==> src/rtl/imm_gen_pkg.sv <==
// Shared types for the decode-path immediate generator: format codes,
// opcode constants and the buffered result entry.
package imm_gen_pkg;

  localparam int unsigned ENT_W = 64;

  typedef enum logic [2:0] {
    FMT_I = 3'd0,
    FMT_U = 3'd1,
    FMT_S = 3'd2,
    FMT_R = 3'd3,
    FMT_B = 3'd4,
    FMT_J = 3'd5
  } fmt_e;

  localparam logic [6:0] OP_LOAD   = 7'b0000011;
  localparam logic [6:0] OP_IMM    = 7'b0010011;
  localparam logic [6:0] OP_IMM_32 = 7'b0011011;
  localparam logic [6:0] OP_JALR   = 7'b1100111;
  localparam logic [6:0] OP_FENCE  = 7'b0001111;
  localparam logic [6:0] OP_SYSTEM = 7'b1110011;
  localparam logic [6:0] OP_LUI    = 7'b0110111;
  localparam logic [6:0] OP_AUIPC  = 7'b0010111;
  localparam logic [6:0] OP_STORE  = 7'b0100011;
  localparam logic [6:0] OP_OP     = 7'b0110011;
  localparam logic [6:0] OP_32     = 7'b0111011;
  localparam logic [6:0] OP_BRANCH = 7'b1100011;
  localparam logic [6:0] OP_JAL    = 7'b1101111;

  // Fields are held at the widest XLEN; narrower builds use the low bits.
  typedef struct packed {
    logic [31:0]      instr;
    logic [ENT_W-1:0] pc;
    fmt_e             fmt;
    logic [ENT_W-1:0] imm;
    logic [ENT_W-1:0] target;
    logic             illegal;
  } entry_t;

endpackage

==> src/rtl/imm_gen_if.sv <==
// Upstream/downstream handshake bundle for imm_gen_stage.
interface imm_gen_if #(
  parameter int unsigned XLEN = 64
);
  import imm_gen_pkg::*;

  logic            in_valid;
  logic            in_ready;
  logic [31:0]     in_instr;
  logic [XLEN-1:0] in_pc;

  logic            out_valid;
  logic            out_ready;
  logic [31:0]     out_instr;
  logic [XLEN-1:0] out_pc;
  fmt_e            out_fmt;
  logic [XLEN-1:0] out_imm;
  logic [XLEN-1:0] out_target;
  logic            out_illegal;

  modport master (
    output in_valid, in_instr, in_pc, out_ready,
    input  in_ready, out_valid, out_instr, out_pc, out_fmt, out_imm,
           out_target, out_illegal
  );

  modport slave (
    input  in_valid, in_instr, in_pc, out_ready,
    output in_ready, out_valid, out_instr, out_pc, out_fmt, out_imm,
           out_target, out_illegal
  );

endinterface

==> src/rtl/imm_decode.sv <==
// Combinational format classification, immediate extraction and PC-relative
// target for one instruction.
module imm_decode
  import imm_gen_pkg::*;
#(
  parameter int unsigned XLEN = 64
) (
  input  logic [31:0]     instr,
  input  logic [XLEN-1:0] pc,
  output entry_t          ent
);

  logic [6:0]      op;
  logic [XLEN-1:0] imm_i, imm_s, imm_b, imm_j, imm_u;
  logic [XLEN-1:0] imm;
  logic [XLEN-1:0] target;
  fmt_e            fmt;
  logic            illegal;

  assign op = instr[6:0];

  assign imm_i = XLEN'($signed(instr[31:20]));
  assign imm_s = XLEN'($signed({instr[31:25], instr[11:7]}));
  assign imm_b = XLEN'($signed({instr[31], instr[7], instr[30:25], instr[11:8], 1'b0}));
  assign imm_j = XLEN'($signed({instr[31], instr[19:12], instr[20], instr[30:21], 1'b0}));
  assign imm_u = XLEN'($signed({instr[31:12], 12'b0}));

  always_comb begin
    fmt     = FMT_R;
    illegal = 1'b0;
    case (op)
      OP_LOAD, OP_IMM, OP_IMM_32, OP_JALR, OP_FENCE, OP_SYSTEM: fmt = FMT_I;
      OP_LUI, OP_AUIPC:                                         fmt = FMT_U;
      OP_STORE:                                                 fmt = FMT_S;
      OP_OP, OP_32:                                             fmt = FMT_R;
      OP_BRANCH:                                                fmt = FMT_B;
      OP_JAL:                                                   fmt = FMT_J;
      default:                                                  illegal = 1'b1;
    endcase
    if (instr[1:0] != 2'b11) illegal = 1'b1;
    // W-form opcodes only exist on RV64.
    if (XLEN == 32 && (op == OP_IMM_32 || op == OP_32)) illegal = 1'b1;
    if (illegal) fmt = FMT_R;
  end

  always_comb begin
    imm = '0;
    case (fmt)
      FMT_I:   imm = imm_i;
      FMT_S:   imm = imm_s;
      FMT_B:   imm = imm_b;
      FMT_J:   imm = imm_j;
      FMT_U:   imm = imm_u;
      default: imm = '0;
    endcase
  end

  assign target = pc + imm;

  always_comb begin
    ent         = '0;
    ent.instr   = instr;
    ent.pc      = ENT_W'(pc);
    ent.fmt     = fmt;
    ent.imm     = ENT_W'(imm);
    ent.target  = ENT_W'(target);
    ent.illegal = illegal;
  end

endmodule

==> src/rtl/imm_gen_stage.sv <==
// Immediate-generation pipeline stage: decode on the input side, results held
// in a two-entry (main + skid) buffer so in_ready is purely registered.
module imm_gen_stage
  import imm_gen_pkg::*;
#(
  parameter int unsigned XLEN = 64
) (
  input  logic    clk,
  input  logic    rst_n,
  input  logic    flush,
  imm_gen_if.slave bus
);

  typedef enum logic [1:0] {
    ST_EMPTY = 2'd0,
    ST_ONE   = 2'd1,
    ST_FULL  = 2'd2
  } state_e;

  state_e state, state_nxt;
  entry_t dec;
  entry_t main_q, skid_q;
  logic   accept, fire;
  logic   load_main, load_skid, move_skid;

  imm_decode #(.XLEN(XLEN)) u_decode (
    .instr (bus.in_instr),
    .pc    (bus.in_pc),
    .ent   (dec)
  );

  assign bus.out_valid = (state != ST_EMPTY);
  assign bus.in_ready  = (state != ST_FULL);
  assign accept        = bus.in_valid && bus.in_ready;
  assign fire          = bus.out_valid && bus.out_ready;

  always_ff @(posedge clk or negedge rst_n) begin
    if (!rst_n) state <= ST_EMPTY;
    else        state <= state_nxt;
  end

  always_comb begin
    state_nxt = state;
    load_main = 1'b0;
    load_skid = 1'b0;
    move_skid = 1'b0;
    case (state)
      ST_EMPTY: begin
        if (accept) begin
          state_nxt = ST_ONE;
          load_main = 1'b1;
        end
      end
      ST_ONE: begin
        if (accept && fire) begin
          load_main = 1'b1;
        end else if (accept) begin
          state_nxt = ST_FULL;
          load_skid = 1'b1;
        end else if (fire) begin
          state_nxt = ST_EMPTY;
        end
      end
      ST_FULL: begin
        if (fire) begin
          state_nxt = ST_ONE;
          move_skid = 1'b1;
        end
      end
      default: state_nxt = ST_EMPTY;
    endcase
    // Flush discards everything, including a beat accepted this cycle.
    if (flush) begin
      state_nxt = ST_EMPTY;
      load_main = 1'b0;
      load_skid = 1'b0;
      move_skid = 1'b0;
    end
  end

  always_ff @(posedge clk or negedge rst_n) begin
    if (!rst_n) begin
      main_q <= '0;
      skid_q <= '0;
    end else begin
      if (load_main)      main_q <= dec;
      else if (move_skid) main_q <= skid_q;
      if (load_skid)      skid_q <= dec;
    end
  end

  assign bus.out_instr   = main_q.instr;
  assign bus.out_pc      = main_q.pc[XLEN-1:0];
  assign bus.out_fmt     = main_q.fmt;
  assign bus.out_imm     = main_q.imm[XLEN-1:0];
  assign bus.out_target  = main_q.target[XLEN-1:0];
  assign bus.out_illegal = main_q.illegal;

endmodule

==> src/flat_wrapper.sv <==
// flat-port wrapper written by rule: the top's interface ports become plain ports
module imm_gen_stage_flat import imm_gen_pkg::*;
#(
  parameter int unsigned XLEN = 64
)
  (clk, rst_n, flush, bus_in_valid, bus_in_instr, bus_in_pc, bus_out_ready, bus_in_ready, bus_out_valid, bus_out_instr, bus_out_pc, bus_out_fmt, bus_out_imm, bus_out_target, bus_out_illegal);
  imm_gen_if #(.XLEN(XLEN)) bus_i ();
  input  logic clk;
  input  logic rst_n;
  input  logic flush;
  input wire logic [$bits(bus_i.in_valid)-1:0] bus_in_valid;
  input wire logic [$bits(bus_i.in_instr)-1:0] bus_in_instr;
  input wire logic [$bits(bus_i.in_pc)-1:0] bus_in_pc;
  input wire logic [$bits(bus_i.out_ready)-1:0] bus_out_ready;
  output wire logic [$bits(bus_i.in_ready)-1:0] bus_in_ready;
  output wire logic [$bits(bus_i.out_valid)-1:0] bus_out_valid;
  output wire logic [$bits(bus_i.out_instr)-1:0] bus_out_instr;
  output wire logic [$bits(bus_i.out_pc)-1:0] bus_out_pc;
  output wire logic [$bits(bus_i.out_fmt)-1:0] bus_out_fmt;
  output wire logic [$bits(bus_i.out_imm)-1:0] bus_out_imm;
  output wire logic [$bits(bus_i.out_target)-1:0] bus_out_target;
  output wire logic [$bits(bus_i.out_illegal)-1:0] bus_out_illegal;
  assign bus_i.in_valid = bus_in_valid;
  assign bus_i.in_instr = bus_in_instr;
  assign bus_i.in_pc = bus_in_pc;
  assign bus_i.out_ready = bus_out_ready;
  assign bus_in_ready = bus_i.in_ready;
  assign bus_out_valid = bus_i.out_valid;
  assign bus_out_instr = bus_i.out_instr;
  assign bus_out_pc = bus_i.out_pc;
  assign bus_out_fmt = bus_i.out_fmt;
  assign bus_out_imm = bus_i.out_imm;
  assign bus_out_target = bus_i.out_target;
  assign bus_out_illegal = bus_i.out_illegal;
  imm_gen_stage #(.XLEN(XLEN)) u_core (.clk(clk), .rst_n(rst_n), .flush(flush), .bus(bus_i));
endmodule
==> config.mk <==
export PLATFORM = sky130hd
export DESIGN_NAME = imm_gen_stage_flat
export DESIGN_NICKNAME = d
export VERILOG_FILES = /design/src/rtl/imm_gen_pkg.sv /design/src/rtl/imm_gen_if.sv /design/src/rtl/imm_decode.sv /design/src/rtl/imm_gen_stage.sv /design/src/flat_wrapper.sv
export SDC_FILE = /design/constraint.sdc
export NUM_CORES = 1
export LEC_CHECK = 0
export CAP_MARGIN = 20
export CELL_PAD_IN_SITES_DETAIL_PLACEMENT = 0
export CELL_PAD_IN_SITES_GLOBAL_PLACEMENT = 2
export CORE_ASPECT_RATIO = 1.4
export CORE_MARGIN = 10
export CORE_UTILIZATION = 34
export CTS_CLUSTER_SIZE = 12
export DETAILED_ROUTE_END_ITERATION = 8
export PLACE_DENSITY = 0.8
export SYNTH_ARGS = -nofsm -noshare
export SYNTH_HDL_FRONTEND = slang
export SYNTH_SLANG_ARGS = --single-unit
==> constraint.sdc <==
create_clock -name clk -period 2.7 [get_ports clk]
set_input_delay 0.675 -clock clk [delete_from_list [all_inputs] [get_ports clk]]
set_output_delay 0.675 -clock clk [all_outputs]
set_load 0.03 [all_outputs]
==> flow_summary_export.csv, run 1 <==
group,metric,value,unit
synthesis,ys.flop_type,"dfrtp_1",
synthesis,syn-num-nets,2150,
synthesis,async_reset_ff_share,100,%
power,power_density,615,nW/um^2
drt,vias_per_cell,5.11,
floorplan,die_h,304,um
placed_design,place_hpwl,53700,um
timing,final_max_slew_viol_count,0,
placed_design,globalplace.congestion,0.870,
floorplan,row_count,104,
layout,nets,2815,
min_path,holdCritPathClass,"input port to asynchronous set/reset pin",
synthesis,synth_seq_area_share,50.4,%
setup_path,regToRegEndpoint,"u_core.bus.out_imm[25]$_DFFE_PN0P_",
synthesis,synth_cells,1985,
timing,setup_viol,119,
drt,highest-signal-layer,"met4",
setup_path,crit_fanout,4,
global_routing,antenna_found_initial,1,
global_routing,grt_pass1_vias,18300,
timing,tightestPinTransition,0.651,ns
timing,rsz0062_at_grt,"yes",
floorplan,fp.dieW,223,um
floorplan,start_util,34.2,%
drt,routed_wl,71900,um
power,power,18500,uW
layout,drive_above_1_share,33.7,%
layout,mostFrequentLayoutCells,"dfrtp_1 (394), buf_4 (390), nand2_1 (372)",
synthesis,synth_mux_area_share,7.01,%
layout,layout_commonest_cell,"dfrtp_1",
clock_network,holdBufCountCts,0,
timing,clock_skew,0.0203,ns
drt,vias,17500,
synthesis,synth_compound_area_share,19.6,%
power,vdd_drop_max,413,uV
clock_network,numCtsBuffers,43,
global_routing,grt_pass1_wl,111000,um
global_routing,grt_overflow_total,0,
synthesis,synth_simple_gate_area_share,11.3,%
drt,wl_met1,29100,um
timing,hold_viol_final,0,
layout,stdcell_count,3415,
global_routing,grt_max_degree,87,
timing,fin_crit,4.14,ns
synthesis,synthTopCellsByArea,"dfrtp_1 (50%), nand2_1 (7.5%), mux2_2 (6.9%)",
drt,ant_nets,0,
drt,first_iter_violations,807,
setup_path,worstSetupPathType,"input port to flop",
synthesis,synth_warnings,0,
timing,period_share,153,%
setup_path,worstPathArrival,4.59,ns
timing,relSlewSlack,56.6,%
synthesis,yosysUniqueCellTypes,65,
clock_network,clock_sinks,394,
synthesis,synth_xor_area_share,2.82,%
synthesis,synth-seq-cells,394,
timing,hold_ws,0.0902,ns
drt,wire_per_inst,21.1,um
timing,fin_ws,-1.44,ns
drt,drc_errors,0,
synthesis,synth_fa_ha_area_share,4.13,%
synthesis,yosys.area.top_type,"dfrtp_1",
placed_design,dp_cells,3292,
status,status,"complete, but fails checks",
status,violations,"setup timing",
drt,dr_wl_met3,3450,um
setup_path,required,3.14,ns
floorplan,pin_count,331,
clock_network,path_clk_slew,0.06,ns
setup_path,endpoint_kind,"flop",
synthesis,syn-cell-area,19600,sq um
drt,drt_first_pass_iters,5,
drt,dr_wl_met2,36700,um
global_routing,grt.total_usage,20.6,%
setup_path,reg2regPathDepth,7,
clock_network,clk_latency,0.58,ns
synthesis,synth-edff-count,0,
floorplan,dieArea,67700,sq um
clock_network,htreeDepth,2,
power,leakagePower,0.0142,uW
setup_path,critPathLaunchType,"input port",
clock_network,cts_tree,"yes",
clock_network,cts_buffer_depth,3,
synthesis,avgSynthCellArea,9.85,sq um
timing,max_freq,241,MHz
synthesis,synthDominantCellAreaShare,50.4,%
run,maxCapViolCount,0,
placed_design,dpl_worst_slack,-2.76,ns
setup_path,rrSetupSlack,0.55,ns
placed_design,port_buffers,330,
synthesis,synth_top_family_by_area,"compound AO/OA/AOI/OAI gates",
layout,synthToLayoutAreaGrowth,53.9,%
clock_network,clock-root-buffer,"clkbuf_16",
setup_path,r2r_start,"u_core.state[0]$_DFFE_PN0P_",
floorplan,core,57300,sq um
-- cell type report --
cell class / instances / area [sq um]
antenna: 1 / 2.50
clock buffer: 56 / 1200
clock inverter: 11 / 114
fill: 5188 / 27100
inverter: 52 / 201
multi-input combinational: 1381 / 10600
sequential: 394 / 9860
tap: 742 / 928
timing repair buffer: 778 / 7200
-- where the power goes --
part | internal, uW | leakage, uW | switching [uW] | total (uW)
Combinational | 2310 | 0.00862 | 2760 | 5070
Clock | 3200 | 0.000633 | 2470 | 5670
Sequential | 7100 | 0.00493 | 676 | 7780
Total | 12600 | 0.0142 | 5900 | 18500
-- how the worst max path moves through the flow --
stage	start	endpoint	slack [ns]	depth (start not counted)
2_1_floorplan	bus_in_instr[5]	u_core.bus.out_target[63]$_DFFE_PN0P_	-1.84	24
3_3_place_gp	bus_in_instr[3]	u_core.skid_q[64]$_DFFE_PN0P_	-2.69	19
3_5_place_dp	bus_in_instr[3]	u_core.bus.out_target[60]$_DFFE_PN0P_	-2.76	22
4_1_cts	bus_in_instr[3]	u_core.skid_q[61]$_DFFE_PN0P_	-1.56	20
5_1_grt	bus_in_instr[3]	u_core.skid_q[61]$_DFFE_PN0P_	-1.61	22
6_report	bus_in_instr[3]	u_core.skid_q[61]$_DFFE_PN0P_	-1.44	20
-- what timing repair did --
item                       4_1_cts  5_1_grt
hold endpoints to repair         0        0
setup endpoints to repair      126      157
pin swaps                       71       95
gates resized for setup        159      187
setup buffers                   26       34
-- metrics by stage --
| step | utilization (%) | TNS [ns] | instance area (sq um) |
|---|---|---|---|
| finish | 52.6 | -116.51 | 30100 |
| global route | 52.6 | -135.18 | 30100 |
| CTS | 50.7 | -122.50 | 29000 |
| detailed placement | 47.0 | -289.76 | 26900 |
| global placement | 47.0 | -282.33 | 26900 |
| floorplan | - | -132.10 | 20200 |
-- critical path, stage by stage --
cell and delay, ns:
buf_12 0.11, or3_4 0.39, a21oi_4 0.16, a21oi_2 0.06, buf_4 0.14, a2bb2oi_2 0.13, nor3_4 0.17, ha_2 0.23
fa_2 0.20, a21o_1 0.14, nand4_1 0.13, a2111o_1 0.48, a211oi_2 0.31, o21ai_2 0.10, a211oi_2 0.29, o31a_2 0.23
a31o_4 0.20, a41oi_2 0.10, xor2_1 0.23, o21ai_1 0.10
-- synthesized netlist by cell type (all sizes together) (2+ instances only) --
master,instances
nand4,19
and4,2
o221ai,2
nand3,11
o21bai,15
o31a,2
mux2,120
dfrtp,394
o21ai,162
xor2,23
ha,63
or3,4
nor2b,11
o21a,6
a21o,36
nand2b,8
nor2,54
or2,5
inv,52
a311oi,2
o31ai,3
a41oi,3
a21oi,132
mux2i,2
a211oi,8
and2,5
clkbuf,116
a31o,3
o211ai,4
a21boi,3
buf,42
nand2,390
nor3,9
and3,8
xnor2,40
a31oi,12
a22oi,165
o22ai,29
a221o,4
-- cells by family (layout without fill, tap and decap cells) --
group | count (synthesis) | in the layout
muxes | 122 | 122
xor gates and xnor gates | 63 | 63
AOI/OAI and AO/OA | 601 | 601
other | 0 | 1
adders and majority gates | 64 | 64
DFF | 394 | 394
buffers and inverters | 210 | 897
and+or+nand+nor | 531 | 531
-- sequential cells by signal, summed over array words and instances, names as in the netlist --
register / count
u_core.state: 2
u_core.skid_q: 196
u_core.bus.out_imm: 32
u_core.bus.out_target: 64
u_core.bus.out_fmt: 3
u_core.bus.out_pc: 64
u_core.bus.out_illegal: 1
u_core.bus.out_instr: 32
-- per-layer routing --
layer	up-vias	GRT usage, %
met5	-	0
met4	0	7.81
met3	101	4.32
met2	406	35.8
met1	8623	24.2
li1	8325	-
(Power assumes the default switching activity.)
==> run 2: changes to the inputs <==
--- a/config.mk
+++ b/config.mk
@@ -5,7 +5,7 @@
 export SDC_FILE = /design/constraint.sdc
 export NUM_CORES = 1
 export LEC_CHECK = 0
-export CAP_MARGIN = 20
+export CAP_MARGIN = 10
 export CELL_PAD_IN_SITES_DETAIL_PLACEMENT = 0
 export CELL_PAD_IN_SITES_GLOBAL_PLACEMENT = 2
 export CORE_ASPECT_RATIO = 1.4
==> results of run 2 <==
The final DEF is identical to that of run 1; final timing and power are the same.
